## src/rtl/keypad_pkg.sv

```systemverilog
// Shared constants, key map and FSM/frame types for the 4x4 keypad scan sequencer.
package keypad_pkg;

   localparam logic [3:0] ROW0 = 4'b1110;
   localparam logic [3:0] ROW1 = 4'b1101;
   localparam logic [3:0] ROW2 = 4'b1011;
   localparam logic [3:0] ROW3 = 4'b0111;

   typedef enum logic [1:0] {
      IDLE     = 2'd0,
      CAND     = 2'd1,
      PRESSED  = 2'd2,
      REL_WAIT = 2'd3
   } key_state_t;

   typedef enum logic [1:0] {
      NONE   = 2'd0,
      SINGLE = 2'd1,
      MULTI  = 2'd2
   } frame_result_t;

   // Whole debounce FSM state lives in one struct so it can be probed as a unit.
   typedef struct packed {
      key_state_t state;
      logic [3:0] cnt;
      logic [3:0] cand;
   } fsm_t;

   function automatic logic [3:0] key_map(input logic [1:0] row_idx, input logic [1:0] col_idx);
      logic [3:0] code;
      code = 4'h0;
      case ({row_idx, col_idx})
         4'h0: code = 4'h7;
         4'h1: code = 4'h4;
         4'h2: code = 4'h1;
         4'h3: code = 4'h0;
         4'h4: code = 4'h8;
         4'h5: code = 4'h5;
         4'h6: code = 4'h2;
         4'h7: code = 4'hA;
         4'h8: code = 4'h9;
         4'h9: code = 4'h6;
         4'hA: code = 4'h3;
         4'hB: code = 4'hB;
         4'hC: code = 4'hC;
         4'hD: code = 4'hD;
         4'hE: code = 4'hE;
         default: code = 4'hF;
      endcase
      return code;
   endfunction

endpackage

```

## src/rtl/keypad_row_scanner.sv

```systemverilog
// Row strobe divider/rotation and per-frame column accumulation; reports one
// frame result (NONE/SINGLE/MULTI), its code and the bitmap of keys seen.
module keypad_row_scanner
   import keypad_pkg::*;
#(
   parameter int SCAN_DIV = 250000
)(
   input  logic          clk,
   input  logic          rst,
   input  logic [3:0]    keypad_col,
   output logic [3:0]    keypad_row,
   output logic          frame_done,
   output frame_result_t frame_result,
   output logic [3:0]    frame_code,
   output logic [15:0]   frame_keys
);

   localparam int               DIV_W    = $clog2(SCAN_DIV);
   localparam logic [DIV_W-1:0] DIV_LAST = DIV_W'(SCAN_DIV - 1);

   logic [DIV_W-1:0] div_q;
   logic             tick;
   logic             row_ok;
   logic [1:0]       row_idx;
   logic [3:0]       col_low;
   logic [2:0]       n_low;
   logic [1:0]       col_idx;
   logic [3:0]       row_code;
   logic [15:0]      row_keys;
   logic [2:0]       tot;

   logic [1:0]       acc_cnt;
   logic [3:0]       acc_code;
   logic [15:0]      acc_keys;

   assign tick       = (div_q == DIV_LAST);
   assign frame_done = tick && row_ok && (row_idx == 2'd3);

   always_comb begin
      row_ok  = 1'b1;
      row_idx = 2'd0;
      case (keypad_row)
         ROW0:    row_idx = 2'd0;
         ROW1:    row_idx = 2'd1;
         ROW2:    row_idx = 2'd2;
         ROW3:    row_idx = 2'd3;
         default: row_ok  = 1'b0;
      endcase

      col_low  = ~keypad_col;
      n_low    = 3'd0;
      col_idx  = 2'd0;
      row_keys = '0;
      for (int c = 0; c < 4; c++) begin
         if (col_low[c]) begin
            n_low = n_low + 3'd1;
            col_idx = 2'(c);
            row_keys[key_map(row_idx, 2'(c))] = 1'b1;
         end
      end
      row_code = key_map(row_idx, col_idx);

      // acc_cnt saturates at 2, so the sum never exceeds 6.
      tot        = {1'b0, acc_cnt} + n_low;
      frame_keys = acc_keys | row_keys;
      frame_code = (n_low == 3'd1) ? row_code : acc_code;
      if (tot == 3'd0)      frame_result = NONE;
      else if (tot == 3'd1) frame_result = SINGLE;
      else                  frame_result = MULTI;
   end

   always_ff @(posedge clk or negedge rst) begin
      if (!rst) begin
         div_q      <= '0;
         keypad_row <= ROW0;
         acc_cnt    <= 2'd0;
         acc_code   <= 4'h0;
         acc_keys   <= '0;
      end else begin
         div_q <= tick ? '0 : div_q + DIV_W'(1);
         if (tick) begin
            // Frame end or a corrupted strobe both restart a clean frame on row 0.
            if (!row_ok || row_idx == 2'd3) begin
               keypad_row <= ROW0;
               acc_cnt    <= 2'd0;
               acc_code   <= 4'h0;
               acc_keys   <= '0;
            end else begin
               keypad_row <= {keypad_row[2:0], 1'b1};
               acc_cnt    <= (tot >= 3'd2) ? 2'd2 : tot[1:0];
               acc_code   <= frame_code;
               acc_keys   <= frame_keys;
            end
         end
      end
   end

endmodule

```

## src/rtl/keypad_scan_sequencer.sv

```systemverilog
// 4x4 keypad scanner with frame-based debounce and a one-entry valid/ready event buffer.
// Optional release events: define KEYPAD_RELEASE_EVENT_EN.
module keypad_scan_sequencer
   import keypad_pkg::*;
#(
   parameter int SCAN_DIV       = 250000,
   parameter int DEBOUNCE_SCANS = 4
)(
   input  logic       clk,
   input  logic       rst,
   input  logic [3:0] keypad_col,
   output logic [3:0] keypad_row,
   output logic       key_valid,
   output logic [3:0] key_code,
   output logic       key_release,
   input  logic       key_ready,
   output logic       key_held,
   output logic       multi_key,
   output logic       key_overflow,
   input  logic       ovf_clr
);

   localparam logic [3:0] DEB = 4'(DEBOUNCE_SCANS);

   logic          frame_done;
   frame_result_t frame_result;
   logic [3:0]    frame_code;
   logic [15:0]   frame_keys;

   fsm_t       fsm_q, fsm_d;
   logic [3:0] cnt_inc;
   logic       cand_seen;
   logic       ev_raise;
   logic       accept;
   logic       load;
   logic       drop;
`ifdef KEYPAD_RELEASE_EVENT_EN
   logic       ev_rel;
`endif

   keypad_row_scanner #(
      .SCAN_DIV (SCAN_DIV)
   ) u_scanner (
      .clk          (clk),
      .rst          (rst),
      .keypad_col   (keypad_col),
      .keypad_row   (keypad_row),
      .frame_done   (frame_done),
      .frame_result (frame_result),
      .frame_code   (frame_code),
      .frame_keys   (frame_keys)
   );

   assign cand_seen = frame_keys[fsm_q.cand];
   assign cnt_inc   = (fsm_q.cnt < DEB) ? fsm_q.cnt + 4'd1 : fsm_q.cnt;

   always_ff @(posedge clk or negedge rst) begin
      if (!rst) fsm_q <= '{state: IDLE, cnt: 4'd0, cand: 4'h0};
      else      fsm_q <= fsm_d;
   end

   always_comb begin
      fsm_d    = fsm_q;
      ev_raise = 1'b0;
`ifdef KEYPAD_RELEASE_EVENT_EN
      ev_rel   = 1'b0;
`endif
      if (frame_done) begin
         case (fsm_q.state)
            IDLE: begin
               if (frame_result == SINGLE) begin
                  fsm_d.cand = frame_code;
                  fsm_d.cnt  = 4'd1;
                  if (DEB == 4'd1) begin
                     fsm_d.state = PRESSED;
                     ev_raise    = 1'b1;
                  end else begin
                     fsm_d.state = CAND;
                  end
               end
            end
            CAND: begin
               if (frame_result == SINGLE && frame_code == fsm_q.cand) begin
                  fsm_d.cnt = cnt_inc;
                  if (cnt_inc == DEB) begin
                     fsm_d.state = PRESSED;
                     ev_raise    = 1'b1;
                  end
               end else if (frame_result == SINGLE) begin
                  fsm_d.cand = frame_code;
                  fsm_d.cnt  = 4'd1;
               end else begin
                  fsm_d.state = IDLE;
                  fsm_d.cnt   = 4'd0;
               end
            end
            PRESSED: begin
               // Extra keys alongside the held one do not count as a release.
               if (!cand_seen) begin
                  fsm_d.cnt = 4'd1;
                  if (DEB == 4'd1) begin
                     fsm_d.state = IDLE;
`ifdef KEYPAD_RELEASE_EVENT_EN
                     ev_raise = 1'b1;
                     ev_rel   = 1'b1;
`endif
                  end else begin
                     fsm_d.state = REL_WAIT;
                  end
               end
            end
            REL_WAIT: begin
               if (cand_seen) begin
                  fsm_d.state = PRESSED;
               end else if (frame_result == NONE) begin
                  fsm_d.cnt = cnt_inc;
                  if (cnt_inc == DEB) begin
                     fsm_d.state = IDLE;
`ifdef KEYPAD_RELEASE_EVENT_EN
                     ev_raise = 1'b1;
                     ev_rel   = 1'b1;
`endif
                  end
               end
            end
            default: fsm_d = fsm_q;
         endcase
      end
   end

   always_comb begin
      key_held = (fsm_q.state == PRESSED) || (fsm_q.state == REL_WAIT);
   end

   // Handshake: an event is offered while key_valid=1 with key_code/key_release held
   // constant; it is consumed on any clock edge where key_valid && key_ready.
   assign accept = key_valid && key_ready;
   assign load   = ev_raise && (!key_valid || accept);
   assign drop   = ev_raise && key_valid && !accept;

   always_ff @(posedge clk or negedge rst) begin
      if (!rst) begin
         key_valid    <= 1'b0;
         key_code     <= 4'h0;
         key_overflow <= 1'b0;
         multi_key    <= 1'b0;
      end else begin
         if (load) begin
            key_valid <= 1'b1;
            key_code  <= fsm_d.cand;
         end else if (accept) begin
            key_valid <= 1'b0;
         end
         if (drop)         key_overflow <= 1'b1;
         else if (ovf_clr) key_overflow <= 1'b0;
         if (frame_done) multi_key <= (frame_result == MULTI);
      end
   end

`ifdef KEYPAD_RELEASE_EVENT_EN
   always_ff @(posedge clk or negedge rst) begin
      if (!rst)      key_release <= 1'b0;
      else if (load) key_release <= ev_rel;
   end
`else
   assign key_release = 1'b0;
`endif

endmodule

```

## config.mk

```make
export PLATFORM = sky130hd
export DESIGN_NAME = keypad_scan_sequencer
export DESIGN_NICKNAME = d
export VERILOG_FILES = /design/src/rtl/keypad_pkg.sv /design/src/rtl/keypad_row_scanner.sv /design/src/rtl/keypad_scan_sequencer.sv
export SDC_FILE = /design/constraint.sdc
export NUM_CORES = 1
export LEC_CHECK = 0
export ABC_AREA = 1
export BUFFER_PORTS_ARGS = -buffer_cell sky130_fd_sc_hd__buf_4
export CAP_MARGIN = 20
export CORE_MARGIN = 8
export CORE_UTILIZATION = 55
export DETAILED_ROUTE_END_ITERATION = 8
export HOLD_SLACK_MARGIN = 0.05
export MAX_ROUTING_LAYER = met4
export PLACE_DENSITY = 0.84
export SETUP_SLACK_MARGIN = 0.05
export SLEW_MARGIN = 20
export SYNTH_ARGS = -nofsm -noshare
export SYNTH_HDL_FRONTEND = slang
export SYNTH_SLANG_ARGS = --single-unit
```

## constraint.sdc

```tcl
create_clock -name clk -period 3.5 [get_ports clk]
set_input_delay 0.175 -clock clk [delete_from_list [all_inputs] [get_ports clk]]
set_output_delay 0.175 -clock clk [all_outputs]
set_load 0.005 [all_outputs]
```

[Word level (Yosys, flattened, before mapping)]
Memory sizes are Yosys's and may differ from the RTL's.
Index checks and enable logic that the tools add are counted.
Cells by class
  $lt $le $gt $ge: 11
  add/sub/neg operators: 6
  eq/ne operators: 25
  multiplexer cells: 64
  reduce and logical (&&, ||, !) cells: 26
  bitwise gates (word level): 5
Operator list (count)
  $mux W16: 5
  $or A16 B16 Y16: 4
  $mux W4: 12
  $pmux W4 S4: 3
  $lt A4 B5 Y1 const B: 5
  $pmux W6 S4: 1
  $mux W2: 10
  $add A18 B1 Y18 const B: 1
  $eq A18 B18 Y1 const B: 1
  $mux W18: 1
  $mux W6: 3
  $mux W1: 17
  $demux W1 S4: 4
  $ge A4 B1 Y1 const B: 4
  $eq A4 B4 Y1 const B: 3
  $ne A3 B3 Y1 const B: 4
  $pmux W4 S3: 1
  $logic_and A1 B1 Y1: 11
  $eq A2 B2 Y1 const B: 5
  $mux W10: 1
  $mux W3: 3
  $eq A4 B3 Y1 const B: 2
  $ne A2 B2 Y1 const B: 4
  $pmux W4 S2: 1
  other kinds (20): 31
Storage, ports and cells
  input port bits: 8
  word-level logic and storage cells: 150
  flip-flop bits (word level): 61
  bits in read-only memories: 64
  memories kept: 1
  output and inout bits: 13
Memories
  (name not given): depth 16, bits a word 4, rd ports 1, clocked after Yosys merged registers in 0, wr ports 0, RTL line keypad_pkg.sv:32  | case ({row_idx, col_idx})

[Depth between registers and ports, before layout]
  word-level depth: 21
  depth in mapped cells: 24
  mapped depth without buffers: 24

[Hierarchy]
From an unflattened synthesis, not the netlist that was laid out.
Second synthesis, totals
  cells, all modules: 618
  area, all modules: 4372.9 µm²
By module, submodules not included
  keypad_row_scanner: seq. area each 1104.8 µm², instances 1, area an instance 3020.4 µm², cells an instance 415
  keypad_scan_sequencer: seq. area each 425.4 µm², instances 1, area an instance 1352.5 µm², cells an instance 203

[Worst setup path after synthesis]
No wires, ideal clock.
  path type: input -> register
  start: in keypad_col[1]
  end: reg key_code[2]
  path buffers: 0
  path slack: 0.728 ns
  data required time: 3.387 ns
  stages: 19
  setup time: 0.113 ns
  data arrival time: 2.659 ns
  path through: inv_1 -> ha_1 -> inv_1 -> nand2_1 -> nand2_1 -> inv_1 -> ha_1 -> inv_1 -> o21ai_0 -> fa_1 -> nor2_1 -> a21boi_2 -> nand2_1 -> inv_2 -> nand3_4 -> clkinv_2 -> nand3_1 -> nand2_1 -> inv_1
Between the ends
  cells in the longest elaborated chain, start to end: 16
  elaborated cells on any way between the ends: 29
  classes of those cells: add/sub: 3; eq/ne: 4; mux: 17; bitwise: 1; reduce/logical: 3; memory: 1
RTL lines
  from (decl): RTL line keypad_scan_sequencer.sv:11  | input logic [3:0] keypad_col,
  $not A4 Y4 (*): RTL line keypad_row_scanner.sv:50  | col_low = ~keypad_col;
  branches (longest 15 deep; another with $add A3 B1 Y3)
  to (signal assigned): RTL line keypad_scan_sequencer.sv:150  | key_code <= fsm_d.cand;
  to (decl): RTL line keypad_scan_sequencer.sv:14  | output logic [3:0] key_code,
Every way passes the cells marked *. The select of a mux whose other input is x is not followed.
A chain may end at the register's enable or synchronous reset.

[Worst setup path after layout]
  start: reg u_scanner.keypad_row[3]
  end: reg fsm_q[7] (netlist bit)
Between the ends
  cells in the longest elaborated chain, start to end: 21
  elaborated cells on any way between the ends: 60
  classes of those cells: order compare: 8; eq/ne: 10; mux: 27; bitwise: 4; reduce/logical: 10; memory: 1
RTL lines
  from (decl): RTL line keypad_row_scanner.sv:11  | output logic [3:0] keypad_row,
  from (signal assigned): RTL line keypad_row_scanner.sv:89  | keypad_row <= {keypad_row[2:0], 1'b1};
  $eq A4 B3 Y1 or $eq A4 B4 Y1 (tied branches): RTL line keypad_row_scanner.sv:42  | case (keypad_row)
  $pmux W2 S3: RTL line keypad_row_scanner.sv:42
  $eq A2 B2 Y1, or another cell as far along: RTL line keypad_pkg.sv:32, keypad_row_scanner.sv:37
  $pmux W4 S4: RTL line keypad_pkg.sv:32
  $mux W4: RTL line keypad_row_scanner.sv:55  | if (col_low[c]) begin
  $lt A4 B5 Y1 (not written as such) or $ge A4 B1 Y1 (tied branches): RTL line keypad_row_scanner.sv:58  | row_keys[key_map(row_idx, 2'(c))] = 1'b1;
  $logic_and A1 B1 Y1 (not written as such): RTL line keypad_row_scanner.sv:58
  $mux W1 (not written as such): RTL line keypad_row_scanner.sv:58
  [... 5 more ...]
  $mux W16: RTL line keypad_row_scanner.sv:55
  $or A16 B16 Y16 (no source line)
  $mux W16: RTL line keypad_row_scanner.sv:55
  $or A16 B16 Y16: RTL line keypad_row_scanner.sv:65  | frame_keys = acc_keys | row_keys;
  $bmux W1 S4: RTL line keypad_scan_sequencer.sv:54  | assign cand_seen = frame_keys[fsm_q.cand];
  $mux W1 (not written as such): RTL line keypad_scan_sequencer.sv:54
  $ne A2 B2 Y1 (no source line)
  $reduce_and A5 Y1 (no source line)
  to (signal assigned): RTL line keypad_scan_sequencer.sv:58  | if (!rst) fsm_q <= '{state: IDLE, cnt: 4'd0, cand: 4'h0};
  to (signal assigned): RTL line keypad_scan_sequencer.sv:59  | else fsm_q <= fsm_d;
  to (decl): RTL line keypad_scan_sequencer.sv:30  | fsm_t fsm_q, fsm_d;
Several ways; a longest one is shown, not always the timed one. The select of a mux whose other input is x is not followed.

==> results.toml <==
[route]
drc_errors = 0
wirelength_um = 10400
drt_first_iter_violations = 203
ant_nets = 0
via_per_inst = 5.50
dr.pass1.iters = 5
vias = 3999
wl_per_cell_um = 14.3

[synth]
synth.distinct_cells = 50
netlist_area_um2 = 4210
yosys.area.top_type_share_pct = 34.4
synth_fp_nets = 619
synth_area_per_cell_um2 = 7.11
async_reset_ff_share_pct = 100
synth_top_cell_by_area = "dfrtp_1"
synthCells = 593
ys_ff_latch = 61
synth_edf_count = 0
yosys_warnings = 0
yosysSeqAreaShare_pct = 36.3
ys.flop_type = "dfrtp_1"
yosys-top-cells-area = "dfrtp_1 34%, nand2_1 14%, inv_1 8.4%"

[die]
io_pins = 21
initial_core_util_pct = 55.7
die_x_um = 104
core_um2 = 7570
chipHeight_um = 104
dieArea_um2 = 10700
rows = 32

[place]
postPlaceCellArea_um2 = 4460
gp_congestion = 0.946
port_buffers = 19
dpl.hpwl_um = 7640

[critical_path]
worstSetupPathType = "flip-flop to flip-flop"
max_stage_delay_ns = 0.57
cp_top_family = "simple AND/OR/NAND/NOR gates"
cp-start-kind = "flip-flop"
path_cells = "nand2_1 -> inv_1 -> nand2_2 -> nand2_4 -> inv_1 -> ha_1 -> nand2_1 -> nor2_1 -> nor2_1 -> nand2_1 -> a21oi_1 -> nand2_1 -> nand3_1 -> nand3_1 -> nand3_1 -> nand3_1 -> nor2_1 -> a21oi_1"
crit_path_top_delay_cell = "dfstp_2"
critPathCaptureType = "flip-flop"
crit_fanout = 10
worst_ep_required_time_ns = 3.72
cp_num_buf_inv = 2
arrival_ns = 3.34

[timing]
period_needed_ns = 3.12
setup_viol = 0
rsz0062_at_grt = "false"
finalClockSkew_ns = 0.0135
relSlewSlack_pct = 49.0
worst_pin_slew_ns = 0.766
max_freq_ghz = 0.321
hold_viol_final = 0
tns_ns = 0
finalCritPeriodShare_pct = 89.0
drv_slew = 0

[clocking]
clock_latency_ns = 0.35
clk_pin_slew_ns = 0.08
clkSinkCount = 61
postCtsSetupBuffers = 0
cts_made_buffers = 9
cts-root-buf = "clkbuf_8"
cts_tree = "built"
clockBufferDepth = 2
h-tree-depth = 3

[global_routing]
track_usage_pct = 20.7
antenna_found_initial = 0
grt_pass1_wl_um = 18200
grt_pass1_vias = 4036
grt_max_degree = 62
grt_overflow_total = 0

[outcome]
status = "finished, final reports clean"

[power]
cellLeakagePower_uw = 0.00246
p_clk_share_pct = 40.9
switchingPower_uw = 408
p_int_uw = 1030
combPwrFrac_pct = 10.1
peakVddDrop_uv = 248
switching_share_pct = 28.4
p_per_area_nw_per_um2 = 308
pwr-share-seq_pct = 49.0

[final_layout]
stdcell_area_um2 = 4660
drive_gt1_share_pct = 13.4
fill_cells = 708
final_nets = 646
num_antenna_cells = 0
synthToLayoutAreaGrowth_pct = 10.7

[run]
cap_violations = 0

[min_path]
hp-class = "input pin to flip-flop"
-- cell families after synthesis --
logic type | count (synthesis) | synth area share [%]
AOI/OAI and AO/OA | 89 | 13.1
xor gates and xnor gates | 4 | 0.832
adders and majority gates | 18 | 5.52
buffers and inverters | 114 | 11.0
DFF | 61 | 36.3
muxes | 1 | 0.267
other | 1 | 0.0890
and+or+nand+nor | 305 | 33.0
-- stage by stage --
stage / setup WS (ns) / util, % / hold slack [ns] / total power [uW] / instances
after floorplan: 0.728 / - / -0.121 / 819 / 593
after detailed placement: 0.266 / 58.9 / 0.304 / 860 / 709
after global placement: 0.365 / 58.9 / 0.299 / 856 / 709
after global routing: 0.0971 / 61.6 / 0.299 / 1500 / 727
after CTS: 0.378 / 61.6 / 0.232 / 1460 / 727
final: 0.384 / 61.6 / 0.240 / 1440 / 727
-- synthesized netlist by cell type, types with 2 or more instances --
cell type and number:
a21oi_1 30, a22o_1 9, a22oi_1 3, a31oi_1 2, buf_2 3, buf_6 3
clkbuf_1 4, dfrtp_1 58, dfstp_2 3, ha_1 17, inv_1 94, inv_2 7
nand2_1 160, nand2_2 12, nand3_1 55, nand3_2 5, nand3b_1 2, nand4_1 9
nor2_1 43, nor2_4 2, nor3_1 8, nor4_1 3, o2111ai_1 3, o21ai_0 24
o21ai_1 3, o21bai_1 2, o22ai_1 4, xor2_1 3
-- repair_timing --
item	4_1_cts	5_1_grt
endpoints found under the setup margin	0	2
hold buffers	2	0
endpoints found under the hold margin	59	0
resized for setup	0	1
-- path summary, 6_finish.rpt --
kind,cells past startpoint,slack [ns],startpoint,end
max reg2reg,18,0.38,u_scanner.keypad_row[3],fsm_q[7]
min in group asynchronous,2,0.43,rst,u_scanner.acc_keys[14]
min reg2reg,2,0.50,u_scanner.acc_cnt[0],u_scanner.acc_cnt[0]
max,18,0.38,u_scanner.keypad_row[3],fsm_q[7]
max in group asynchronous,2,2.54,rst,fsm_q[3]
min,4,0.24,key_ready,key_valid
-- worst min-delay path: stages --
cell and delay, ns:
buf_4 0.07, inv_1 0.03, nand2_1 0.17, nand2_1 0.09
-- power groups by stage --
stage	clock network, uW	logic [uW]	registers, uW
floorplan	0	101	718
finish	588	146	705
global route	633	165	704
detailed placement	0	142	718
global placement	0	138	718
CTS	609	145	704
-- cell usage in the layout (no fill, tap or decap), drive strengths merged, types with 9 or more instances in the layout --
cell type / instances
nand2: 173
inv: 104
nand3: 61
dfrtp: 58
nor2: 46
a21oi: 31
o21ai: 29
buf: 25
ha: 17
clkbuf: 10
nand4: 10
nor3: 10
a22o: 9
-- registers in the layout, indices dropped and copies added (netlist names) --
signal                flops
fsm_q                    10
key_code                  4
key_overflow              1
key_valid                 1
multi_key                 1
u_scanner.acc_cnt         2
u_scanner.acc_code        4
u_scanner.acc_keys       16
u_scanner.div_q          18
u_scanner.keypad_row      4
-- area by class of cell --
type,count,area (um^2),share of cell area (%)
Sequential cell,61,1530,32.8
Clock inverter,6,46.3,0.992
Clock buffer,10,138,2.95
Multi-Input combinational cell,418,2220,47.7
Tap cell,102,128,2.74
Timing Repair Buffer,27,208,4.45
Inverter,103,390,8.37
-- metal layers --
layer / GRT usage, % / up-vias / wire (um)
met4: 9.86 / 0 / 307
met2: 32.9 / 132 / 4840
met5: - / - / 0
met3: 3.66 / 32 / 516
met1: 25.0 / 1875 / 4700
li1: - / 1960 / -
(Power assumes the default switching activity.)
